$ cat src/rtl/mc_ctrl_pkg.sv
// Shared encodings for the multi-cycle controller: state codes, ALU operations,
// opcode classes, datapath select values and trap causes.
package mc_ctrl_pkg;

  typedef enum logic [3:0] {
    ST_FETCH    = 4'd0,
    ST_DECODE   = 4'd1,
    ST_EXEC_R   = 4'd2,
    ST_WB_R     = 4'd3,
    ST_EXEC_I   = 4'd4,
    ST_WB_I     = 4'd5,
    ST_MEM_ADDR = 4'd6,
    ST_MEM_RD   = 4'd7,
    ST_MEM_WB   = 4'd8,
    ST_MEM_WR   = 4'd9,
    ST_BRANCH   = 4'd10,
    ST_JUMP     = 4'd11,
    ST_JAL      = 4'd12,
    ST_TRAP_OPC = 4'd13,
    ST_TRAP_MEM = 4'd14
  } state_t;

  localparam logic [2:0] ALU_AND    = 3'b000;
  localparam logic [2:0] ALU_OR     = 3'b001;
  localparam logic [2:0] ALU_ADD    = 3'b010;
  localparam logic [2:0] ALU_CMP_EQ = 3'b011;
  localparam logic [2:0] ALU_XOR    = 3'b100;
  localparam logic [2:0] ALU_CMP_LT = 3'b111;

  localparam logic [1:0] CLS_JUMP    = 2'b00;
  localparam logic [1:0] CLS_RTYPE   = 2'b01;
  localparam logic [1:0] CLS_BRANCH  = 2'b10;
  localparam logic [1:0] CLS_IMM_MEM = 2'b11;
  localparam logic [2:0] MEM_OP_LW   = 3'b101;
  localparam logic [2:0] MEM_OP_SW   = 3'b110;

  localparam logic [1:0] PCSRC_ALU    = 2'b00;
  localparam logic [1:0] PCSRC_ALUOUT = 2'b01;
  localparam logic [1:0] PCSRC_JUMP   = 2'b10;

  localparam logic [2:0] SRCA_PC  = 3'b000;
  localparam logic [2:0] SRCA_REG = 3'b001;

  localparam logic [1:0] SRCB_REG  = 2'b00;
  localparam logic [1:0] SRCB_FOUR = 2'b01;
  localparam logic [1:0] SRCB_IMM  = 2'b10;

  localparam logic [1:0] REGDST_RA  = 2'b10;
  localparam logic [1:0] ZORS_SIGN  = 2'b00;
  localparam logic [1:0] ZORS_ZERO  = 2'b01;

  localparam logic [1:0] TRAP_NONE    = 2'b00;
  localparam logic [1:0] TRAP_ILLEGAL = 2'b01;
  localparam logic [1:0] TRAP_TIMEOUT = 2'b10;

  // Where DECODE goes for the low six opcode bits; ST_TRAP_OPC marks illegal.
  function automatic state_t decode_target(input logic [5:0] op);
    state_t t;
    t = ST_TRAP_OPC;
    case (op[5:4])
      CLS_JUMP: begin
        if (op[3:0] == 4'b0000)  t = ST_FETCH;
        else if (op[1:0] == 2'b11) t = ST_JAL;
        else                     t = ST_JUMP;
      end
      CLS_RTYPE:  t = ST_EXEC_R;
      CLS_BRANCH: t = (op[3:2] == 2'b00) ? ST_BRANCH : ST_TRAP_OPC;
      default: begin
        if (!op[3])                                      t = ST_EXEC_I;
        else if (op[2:0] == MEM_OP_LW || op[2:0] == MEM_OP_SW) t = ST_MEM_ADDR;
        else                                             t = ST_TRAP_OPC;
      end
    endcase
    return t;
  endfunction

  // ORI/ANDI/XORI zero-extend their immediate.
  function automatic logic is_logical_imm(input logic [2:0] aop);
    return (aop == ALU_AND) || (aop == ALU_OR) || (aop == ALU_XOR);
  endfunction

endpackage

$ cat src/rtl/mc_control_fsm_if.sv
// Controller-to-datapath bundle: opcode and memory handshake in, every select
// and enable out, plus trap status and a state debug tap.
interface mc_control_fsm_if #(parameter int OPCODE_W = 6);
  // Handshake: MemReq is held high by the controller for the whole access;
  // the access completes in the cycle MemReady is sampled high while MemReq is high.
  logic [OPCODE_W-1:0] Opcode;
  logic                MemReady;
  logic                MemReq;
  logic [2:0]          ALUOp;
  logic [2:0]          ALUSrcA;
  logic [1:0]          PCSource;
  logic [1:0]          ALUSrcB;
  logic [1:0]          BorN;
  logic [1:0]          ZorS;
  logic [1:0]          RegDst;
  logic                PCWrite;
  logic                PCWriteCond;
  logic                RegWrite;
  logic                IRWrite;
  logic                MemWrite;
  logic                MemToReg;
  logic                Read1or3;
  logic                Trap;
  logic [1:0]          TrapCause;
  logic [3:0]          StateDbg;

  modport master (
    input  Opcode, MemReady,
    output MemReq, ALUOp, ALUSrcA, PCSource, ALUSrcB, BorN, ZorS, RegDst,
           PCWrite, PCWriteCond, RegWrite, IRWrite, MemWrite, MemToReg,
           Read1or3, Trap, TrapCause, StateDbg
  );

  modport slave (
    output Opcode, MemReady,
    input  MemReq, ALUOp, ALUSrcA, PCSource, ALUSrcB, BorN, ZorS, RegDst,
           PCWrite, PCWriteCond, RegWrite, IRWrite, MemWrite, MemToReg,
           Read1or3, Trap, TrapCause, StateDbg
  );
endinterface

$ cat src/rtl/mc_wait_timer.sv
// Memory wait-state counter: counts stalled request cycles and flags the
// cycle in which the stall reaches TIMEOUT without completion.
module mc_wait_timer #(
  parameter int TIMEOUT = 15
) (
  input  logic CLK,
  input  logic Reset,
  input  logic req,
  input  logic ready,
  output logic timeout
);
  localparam logic [7:0] LIMIT = 8'(TIMEOUT);

  logic [7:0] count;

  // A completed access always leaves its request state, so clearing on
  // completion or outside a request state also clears on every entry.
  always_ff @(posedge CLK) begin
    if (Reset || !req || ready) count <= '0;
    else if (count != LIMIT)    count <= count + 8'd1;
  end

  assign timeout = req && !ready && (count == LIMIT);
endmodule

$ cat src/rtl/mc_control_fsm.sv
// Multi-cycle MIPS-style control FSM with variable-latency memory handshake.
// Define MC_CTRL_TRAP_EN to enable illegal-opcode/timeout traps and the TRAP states.
module mc_control_fsm #(
  parameter int OPCODE_W = 6,
  parameter int TIMEOUT  = 15
) (
  input logic               CLK,
  input logic               Reset,
  mc_control_fsm_if.master  bus
);
  import mc_ctrl_pkg::*;

`ifdef MC_CTRL_TRAP_EN
  localparam state_t ILLEGAL_DEST = ST_TRAP_OPC;
`else
  localparam state_t ILLEGAL_DEST = ST_FETCH;
`endif

  state_t     state, state_next, target;
  logic [5:0] op;
  logic       upper_zero, legal, req, timeout;
  logic       trap_c;
  logic [1:0] cause_c;

  assign op = bus.Opcode[5:0];

  generate
    if (OPCODE_W > 6) begin : g_wide
      assign upper_zero = ~|bus.Opcode[OPCODE_W-1:6];
    end else begin : g_narrow
      assign upper_zero = 1'b1;
    end
  endgenerate

  assign target = decode_target(op);
  assign legal  = upper_zero && (target != ST_TRAP_OPC);
  assign req    = (state == ST_FETCH) || (state == ST_MEM_RD) || (state == ST_MEM_WR);

`ifdef MC_CTRL_TRAP_EN
  mc_wait_timer #(.TIMEOUT(TIMEOUT)) u_wait_timer (
    .CLK     (CLK),
    .Reset   (Reset),
    .req     (req),
    .ready   (bus.MemReady),
    .timeout (timeout)
  );
`else
  assign timeout = 1'b0;
`endif

  always_ff @(posedge CLK) begin
    if (Reset) state <= ST_FETCH;
    else       state <= state_next;
  end

  always_comb begin
    state_next = state;
    case (state)
      ST_FETCH: begin
        if (bus.MemReady)  state_next = ST_DECODE;
        else if (timeout)  state_next = ST_TRAP_MEM;
      end
      ST_DECODE:   state_next = legal ? target : ILLEGAL_DEST;
      ST_EXEC_R:   state_next = ST_WB_R;
      ST_EXEC_I:   state_next = ST_WB_I;
      ST_MEM_ADDR: state_next = (op[2:0] == MEM_OP_SW) ? ST_MEM_WR : ST_MEM_RD;
      ST_MEM_RD: begin
        if (bus.MemReady)  state_next = ST_MEM_WB;
        else if (timeout)  state_next = ST_TRAP_MEM;
      end
      ST_MEM_WR: begin
        if (bus.MemReady)  state_next = ST_FETCH;
        else if (timeout)  state_next = ST_TRAP_MEM;
      end
      ST_TRAP_OPC, ST_TRAP_MEM: state_next = state;
      default: state_next = ST_FETCH;
    endcase
  end

  // Outputs are forced to zero for the whole time Reset is high.
  always_comb begin
    bus.MemReq      = 1'b0;
    bus.ALUOp       = 3'b000;
    bus.ALUSrcA     = SRCA_PC;
    bus.PCSource    = PCSRC_ALU;
    bus.ALUSrcB     = SRCB_REG;
    bus.BorN        = 2'b00;
    bus.ZorS        = ZORS_SIGN;
    bus.RegDst      = 2'b00;
    bus.PCWrite     = 1'b0;
    bus.PCWriteCond = 1'b0;
    bus.RegWrite    = 1'b0;
    bus.IRWrite     = 1'b0;
    bus.MemWrite    = 1'b0;
    bus.MemToReg    = 1'b0;
    bus.Read1or3    = 1'b0;
    trap_c          = 1'b0;
    cause_c         = TRAP_NONE;
    if (!Reset) begin
      case (state)
        ST_FETCH: begin
          bus.MemReq  = 1'b1;
          bus.ALUSrcB = SRCB_FOUR;
          bus.ALUOp   = ALU_ADD;
          bus.IRWrite = bus.MemReady;
          bus.PCWrite = bus.MemReady;
        end
        ST_DECODE: begin
          bus.ALUSrcB  = SRCB_IMM;
          bus.ALUOp    = ALU_ADD;
          bus.Read1or3 = (op[5:4] == CLS_RTYPE);
        end
        ST_EXEC_R: begin
          bus.ALUSrcA = SRCA_REG;
          bus.ALUSrcB = SRCB_REG;
          bus.ALUOp   = op[2:0];
        end
        ST_EXEC_I: begin
          bus.ALUSrcA = SRCA_REG;
          bus.ALUSrcB = SRCB_IMM;
          bus.ALUOp   = op[2:0];
          bus.ZorS    = is_logical_imm(op[2:0]) ? ZORS_ZERO : ZORS_SIGN;
        end
        ST_WB_R, ST_WB_I: bus.RegWrite = 1'b1;
        ST_MEM_ADDR: begin
          bus.ALUSrcA = SRCA_REG;
          bus.ALUSrcB = SRCB_IMM;
          bus.ALUOp   = ALU_ADD;
        end
        ST_MEM_RD: bus.MemReq = 1'b1;
        ST_MEM_WB: begin
          bus.RegWrite = 1'b1;
          bus.MemToReg = 1'b1;
        end
        ST_MEM_WR: begin
          bus.MemReq   = 1'b1;
          bus.MemWrite = 1'b1;
        end
        ST_BRANCH: begin
          bus.ALUSrcA     = SRCA_REG;
          bus.ALUOp       = op[1] ? ALU_CMP_LT : ALU_CMP_EQ;
          bus.BorN        = op[1:0];
          bus.PCSource    = PCSRC_ALUOUT;
          bus.PCWriteCond = 1'b1;
        end
        ST_JUMP: begin
          bus.PCSource = PCSRC_JUMP;
          bus.PCWrite  = 1'b1;
        end
        ST_JAL: begin
          bus.PCSource = PCSRC_JUMP;
          bus.PCWrite  = 1'b1;
          bus.RegDst   = REGDST_RA;
          bus.RegWrite = 1'b1;
        end
        ST_TRAP_OPC: begin
          trap_c  = 1'b1;
          cause_c = TRAP_ILLEGAL;
        end
        ST_TRAP_MEM: begin
          trap_c  = 1'b1;
          cause_c = TRAP_TIMEOUT;
        end
        default: ;
      endcase
    end
  end

`ifdef MC_CTRL_TRAP_EN
  assign bus.Trap      = trap_c;
  assign bus.TrapCause = cause_c;
`else
  assign bus.Trap      = 1'b0;
  assign bus.TrapCause = 2'b00;
`endif

  assign bus.StateDbg = Reset ? 4'd0 : state;
endmodule

$ cat src/flat_wrapper.sv
// flat-port wrapper written by rule: the top's interface ports become plain ports
module mc_control_fsm_flat import mc_ctrl_pkg::*;
#(
  parameter int OPCODE_W = 6,
  parameter int TIMEOUT  = 15
)
  (CLK, Reset, bus_Opcode, bus_MemReady, bus_MemReq, bus_ALUOp, bus_ALUSrcA, bus_PCSource, bus_ALUSrcB, bus_BorN, bus_ZorS, bus_RegDst, bus_PCWrite, bus_PCWriteCond, bus_RegWrite, bus_IRWrite, bus_MemWrite, bus_MemToReg, bus_Read1or3, bus_Trap, bus_TrapCause, bus_StateDbg);
  mc_control_fsm_if #(.OPCODE_W(OPCODE_W)) bus_i ();
  input logic CLK;
  input logic Reset;
  input wire logic [$bits(bus_i.Opcode)-1:0] bus_Opcode;
  input wire logic [$bits(bus_i.MemReady)-1:0] bus_MemReady;
  output wire logic [$bits(bus_i.MemReq)-1:0] bus_MemReq;
  output wire logic [$bits(bus_i.ALUOp)-1:0] bus_ALUOp;
  output wire logic [$bits(bus_i.ALUSrcA)-1:0] bus_ALUSrcA;
  output wire logic [$bits(bus_i.PCSource)-1:0] bus_PCSource;
  output wire logic [$bits(bus_i.ALUSrcB)-1:0] bus_ALUSrcB;
  output wire logic [$bits(bus_i.BorN)-1:0] bus_BorN;
  output wire logic [$bits(bus_i.ZorS)-1:0] bus_ZorS;
  output wire logic [$bits(bus_i.RegDst)-1:0] bus_RegDst;
  output wire logic [$bits(bus_i.PCWrite)-1:0] bus_PCWrite;
  output wire logic [$bits(bus_i.PCWriteCond)-1:0] bus_PCWriteCond;
  output wire logic [$bits(bus_i.RegWrite)-1:0] bus_RegWrite;
  output wire logic [$bits(bus_i.IRWrite)-1:0] bus_IRWrite;
  output wire logic [$bits(bus_i.MemWrite)-1:0] bus_MemWrite;
  output wire logic [$bits(bus_i.MemToReg)-1:0] bus_MemToReg;
  output wire logic [$bits(bus_i.Read1or3)-1:0] bus_Read1or3;
  output wire logic [$bits(bus_i.Trap)-1:0] bus_Trap;
  output wire logic [$bits(bus_i.TrapCause)-1:0] bus_TrapCause;
  output wire logic [$bits(bus_i.StateDbg)-1:0] bus_StateDbg;
  assign bus_i.Opcode = bus_Opcode;
  assign bus_i.MemReady = bus_MemReady;
  assign bus_MemReq = bus_i.MemReq;
  assign bus_ALUOp = bus_i.ALUOp;
  assign bus_ALUSrcA = bus_i.ALUSrcA;
  assign bus_PCSource = bus_i.PCSource;
  assign bus_ALUSrcB = bus_i.ALUSrcB;
  assign bus_BorN = bus_i.BorN;
  assign bus_ZorS = bus_i.ZorS;
  assign bus_RegDst = bus_i.RegDst;
  assign bus_PCWrite = bus_i.PCWrite;
  assign bus_PCWriteCond = bus_i.PCWriteCond;
  assign bus_RegWrite = bus_i.RegWrite;
  assign bus_IRWrite = bus_i.IRWrite;
  assign bus_MemWrite = bus_i.MemWrite;
  assign bus_MemToReg = bus_i.MemToReg;
  assign bus_Read1or3 = bus_i.Read1or3;
  assign bus_Trap = bus_i.Trap;
  assign bus_TrapCause = bus_i.TrapCause;
  assign bus_StateDbg = bus_i.StateDbg;
  mc_control_fsm #(.OPCODE_W(OPCODE_W), .TIMEOUT(TIMEOUT)) u_core (.CLK(CLK), .Reset(Reset), .bus(bus_i));
endmodule
$ cat config.mk
export PLATFORM = sky130hd
export DESIGN_NAME = mc_control_fsm_flat
export DESIGN_NICKNAME = d
export VERILOG_FILES = /design/src/rtl/mc_ctrl_pkg.sv /design/src/rtl/mc_control_fsm_if.sv /design/src/rtl/mc_wait_timer.sv /design/src/rtl/mc_control_fsm.sv /design/src/flat_wrapper.sv
export SDC_FILE = /design/constraint.sdc
export NUM_CORES = 1
export LEC_CHECK = 0
export ABC_AREA = 1
export CORE_MARGIN = 3
export CORE_UTILIZATION = 25
export CTS_CLUSTER_DIAMETER = 200
export DETAILED_ROUTE_END_ITERATION = 8
export PLACE_DENSITY = 0.53
export SYNTH_ARGS = -nofsm -noshare
export SYNTH_HDL_FRONTEND = slang
export SYNTH_SLANG_ARGS = --single-unit
$ cat constraint.sdc
create_clock -name CLK -period 1.45 [get_ports CLK]
set_input_delay 0.145 -clock CLK [delete_from_list [all_inputs] [get_ports CLK]]
set_output_delay 0.145 -clock CLK [all_outputs]
set_load 0.02 [all_outputs]
==> reports/qor.csv <==
stage,metric,value,unit
clock_network,cts_hold_buf,0,
setup_path,crit_fanout,3,
timing,finalWorstSetupSlack,-0.0961,ns
synthesis,ys_seq_area_frac,0.108,
pwr,total_power,2290,uW
place,port_buffers,32,
clock_network,cts_max_path_buffers,2,
setup_path,r2r_start,u_core.state[2],
synthesis,yosysUniqueCellTypes,27,
synthesis,syn_avg_cell_area,5.21,um^2
finish,nets,239,
run_status,violations,negative setup slack,
drt,drt_iter0_markers,31,
drt,via_per_inst,4.53,
timing,whs,0.602,ns
finish,design_area,0.00167,mm^2
run,maxCapViolCount,0,
global_route,grt_usage,0.158,
clock_network,cts_tree,done,
pwr,switchingPower,1110,uW
finish,largest_register_ffs,4,
global_route,grt_pass1_wl,4530,um
timing,hold_violations,0,
setup_path,r2r_setup_slack,-0.02,ns
place,dpl-instance-area,0.00143,mm^2
setup_path,crit_type,reg -> out,
drt,ant_nets,0,
clock_network,root_buffer,clkbuf_4,
global_route,grt_max_degree,12,
floorplanning,io_pins,40,
setup_path,rr_endpoint,u_core.state[3],
timing,slew_viol_final,0,
floorplanning,die-area,0.00367,mm^2
pwr,p_comb_frac,0.842,
timing,rsz0062_at_grt,yes,
pwr,p_sw_frac,0.484,
timing,final.setup_skew,0.00217,ns
setup_path,crit_arrival,1.40,ns
timing,clock.fmax,647,MHz
finish,antenna_cells,0,
synthesis,ys_seq_elements,4,
clock_network,clock_latency,0.24,ns
drt,drc,0,
floorplanning,die_x,60.6,um
run_status,status,"complete, but fails checks",
finish,mostFrequentLayoutCells,"buf_4, nand2_1, nor2_1",
drt,first_pass_iters,4,
min_path,hold_class,in -> reg,
min_path,hp-start,bus_Opcode[5],
setup_path,crit_required,1.31,ns
min_path,holdPathEnd,u_core.state[3],
clock_network,clkSinkCount,4,
finish,syn_to_final_growth,124,%
floorplanning,die_h,60.6,um
pwr,clockPowerShare,0.063,
drt,wl_per_cell,11.6,um
timing,fin_crit,1.55,ns
finish,drive_gt1_frac,0.610,
setup_path,start_kind,register,
pwr,p_seq_frac,0.095,
timing,fin_crit_sh,1.07,
setup_path,end_kind,output port,
finish,final_util,0.594,
setup_path,reg2reg_depth,12,
pwr,ir_drop,477,uV
global_route,grt_pass1_vias,1090,
global_route,antenna_found_initial,0,
synthesis,yosysWarnings,0,
finish,fill_cells,257,
place,place_congestion,0.817,
floorplanning,start_util,0.265,
setup_path,startpoint,u_core.state[2],
synthesis,synth_area,744,um^2
synthesis,synth_cells,143,
place,place_hpwl,2210,um
finish,max_flop_register,u_core.state,
clock_network,clk_pin_slew,0.04,ns
pwr,p_leak,0.000904,uW
timing,setup_violations,13,
finish,final_common_cell,buf_4,
global_route,grt-ovfl-total,0,
drt,routed_wl,3010,um
place,dp_cells,248,
floorplanning,row_count,19,
clock_network,cts_buffers,3,
pwr,intPower,1180,uW
drt,vias,1173,
clock_network,htree_levels,1,
finish,final_cells,259,
finish,top_regs,u_core.state: 4 flops,
min_path,hold_depth,8,
pwr,power_density,1380,mW/mm^2
floorplanning,coreArea,0.00281,mm^2
[routing by layer]
| metal | wire length, um | share of wire | GRT usage |
|---|---|---|---|
| met1 | 1310 | 0.43 | 0.203 |
| met2 | 1530 | 0.51 | 0.278 |
| met3 | 132 | 0.044 | 0.00851 |
| met4 | 38 | 0.013 | 0.0588 |
| met5 | 0 | 0 | 0 |
[cell families (layout without fill, tap and decap cells)]
kind of cell    after synthesis  count (layout)  synth area share
buf+inv                      30             109             0.193
compound gates               17              17             0.160
other cells                   1               7           0.00504
simple gates                 91              91             0.534
flops                         4               4             0.108
[cells in the mapped netlist]
library cell / n / area (um^2)
buf_2: 1 / 5.00
a31oi_1: 1 / 6.26
dfxtp_1: 4 / 80.1
o21ai_0: 2 / 10.0
and2_1: 1 / 6.26
o31ai_4: 1 / 21.3
nand3_1: 10 / 50.1
inv_1: 10 / 37.5
a2111oi_1: 1 / 10.0
nand3_2: 1 / 10.0
a41oi_1: 1 / 8.76
nor2_1: 22 / 82.6
o21a_1: 1 / 7.51
nor4_1: 2 / 12.5
nor2_2: 4 / 25.0
inv_2: 9 / 33.8
a21oi_1: 8 / 40.0
buf_4: 8 / 60.1
clkbuf_1: 1 / 3.75
nor3_1: 2 / 10.0
a22oi_1: 1 / 7.51
conb_1: 1 / 3.75
o211ai_1: 1 / 7.51
buf_1: 1 / 3.75
nand2_1: 44 / 165
nor2_4: 1 / 11.3
nand2_2: 4 / 25.0
[how the worst max path moves through the flow]
stage	to	cells past startpoint	slack, ns
global placement	bus_StateDbg[1]	5	-0.35
floorplan	bus_BorN[0]	6	0.04
CTS	bus_ALUOp[1]	8	-0.06
detailed placement	bus_BorN[1]	7	-0.37
global route	bus_ALUOp[1]	8	-0.16
finish	bus_ALUOp[1]	7	-0.1
[through the flow]
step / TNS (ns) / setup WS, ns
after floorplan: 0 / 0.0377
final: -0.697 / -0.0961
after global placement: -8.22 / -0.349
after CTS: -0.304 / -0.0605
after detailed placement: -8.81 / -0.372
after global routing: -1.85 / -0.165
[timing repair]
| action | 4_1_cts | 5_1_grt |
|---|---|---|
| pin swaps | 9 | 15 |
| setup buffers | 4 | 4 |
| cloned | 0 | 0 |
| setup endpoints to repair | 28 | 25 |
| resized for setup | 150 | 39 |
[final cells by class]
| class | count | area, um^2 | share of cell area |
|---|---|---|---|
| Timing Repair Buffer | 87 | 703 | 0.422 |
| Tap cell | 31 | 38.8 | 0.0233 |
| Inverter | 19 | 76.3 | 0.0458 |
| Clock buffer | 3 | 22.5 | 0.0135 |
| Sequential cell | 4 | 92.6 | 0.0556 |
| Multi-Input combinational cell | 115 | 732 | 0.440 |
[power by group through the flow]
stage	clock network (uW)	registers [uW]	logic [uW]
after floorplan	0	183	731
after global placement	0	181	1490
after detailed placement	0	182	1500
after CTS	152	212	1690
after global routing	159	223	2080
final	145	218	1930
[critical path, stage by stage (launching register included)]
cell and delay, ns:
dfxtp_4 0.38, inv_4 0.04, nor2_4 0.14, nand2_4 0.10, nand2_4 0.08, nand2_2 0.05
a41oi_2 0.20, buf_4 0.17
Power figures use the tool's default switching activity.
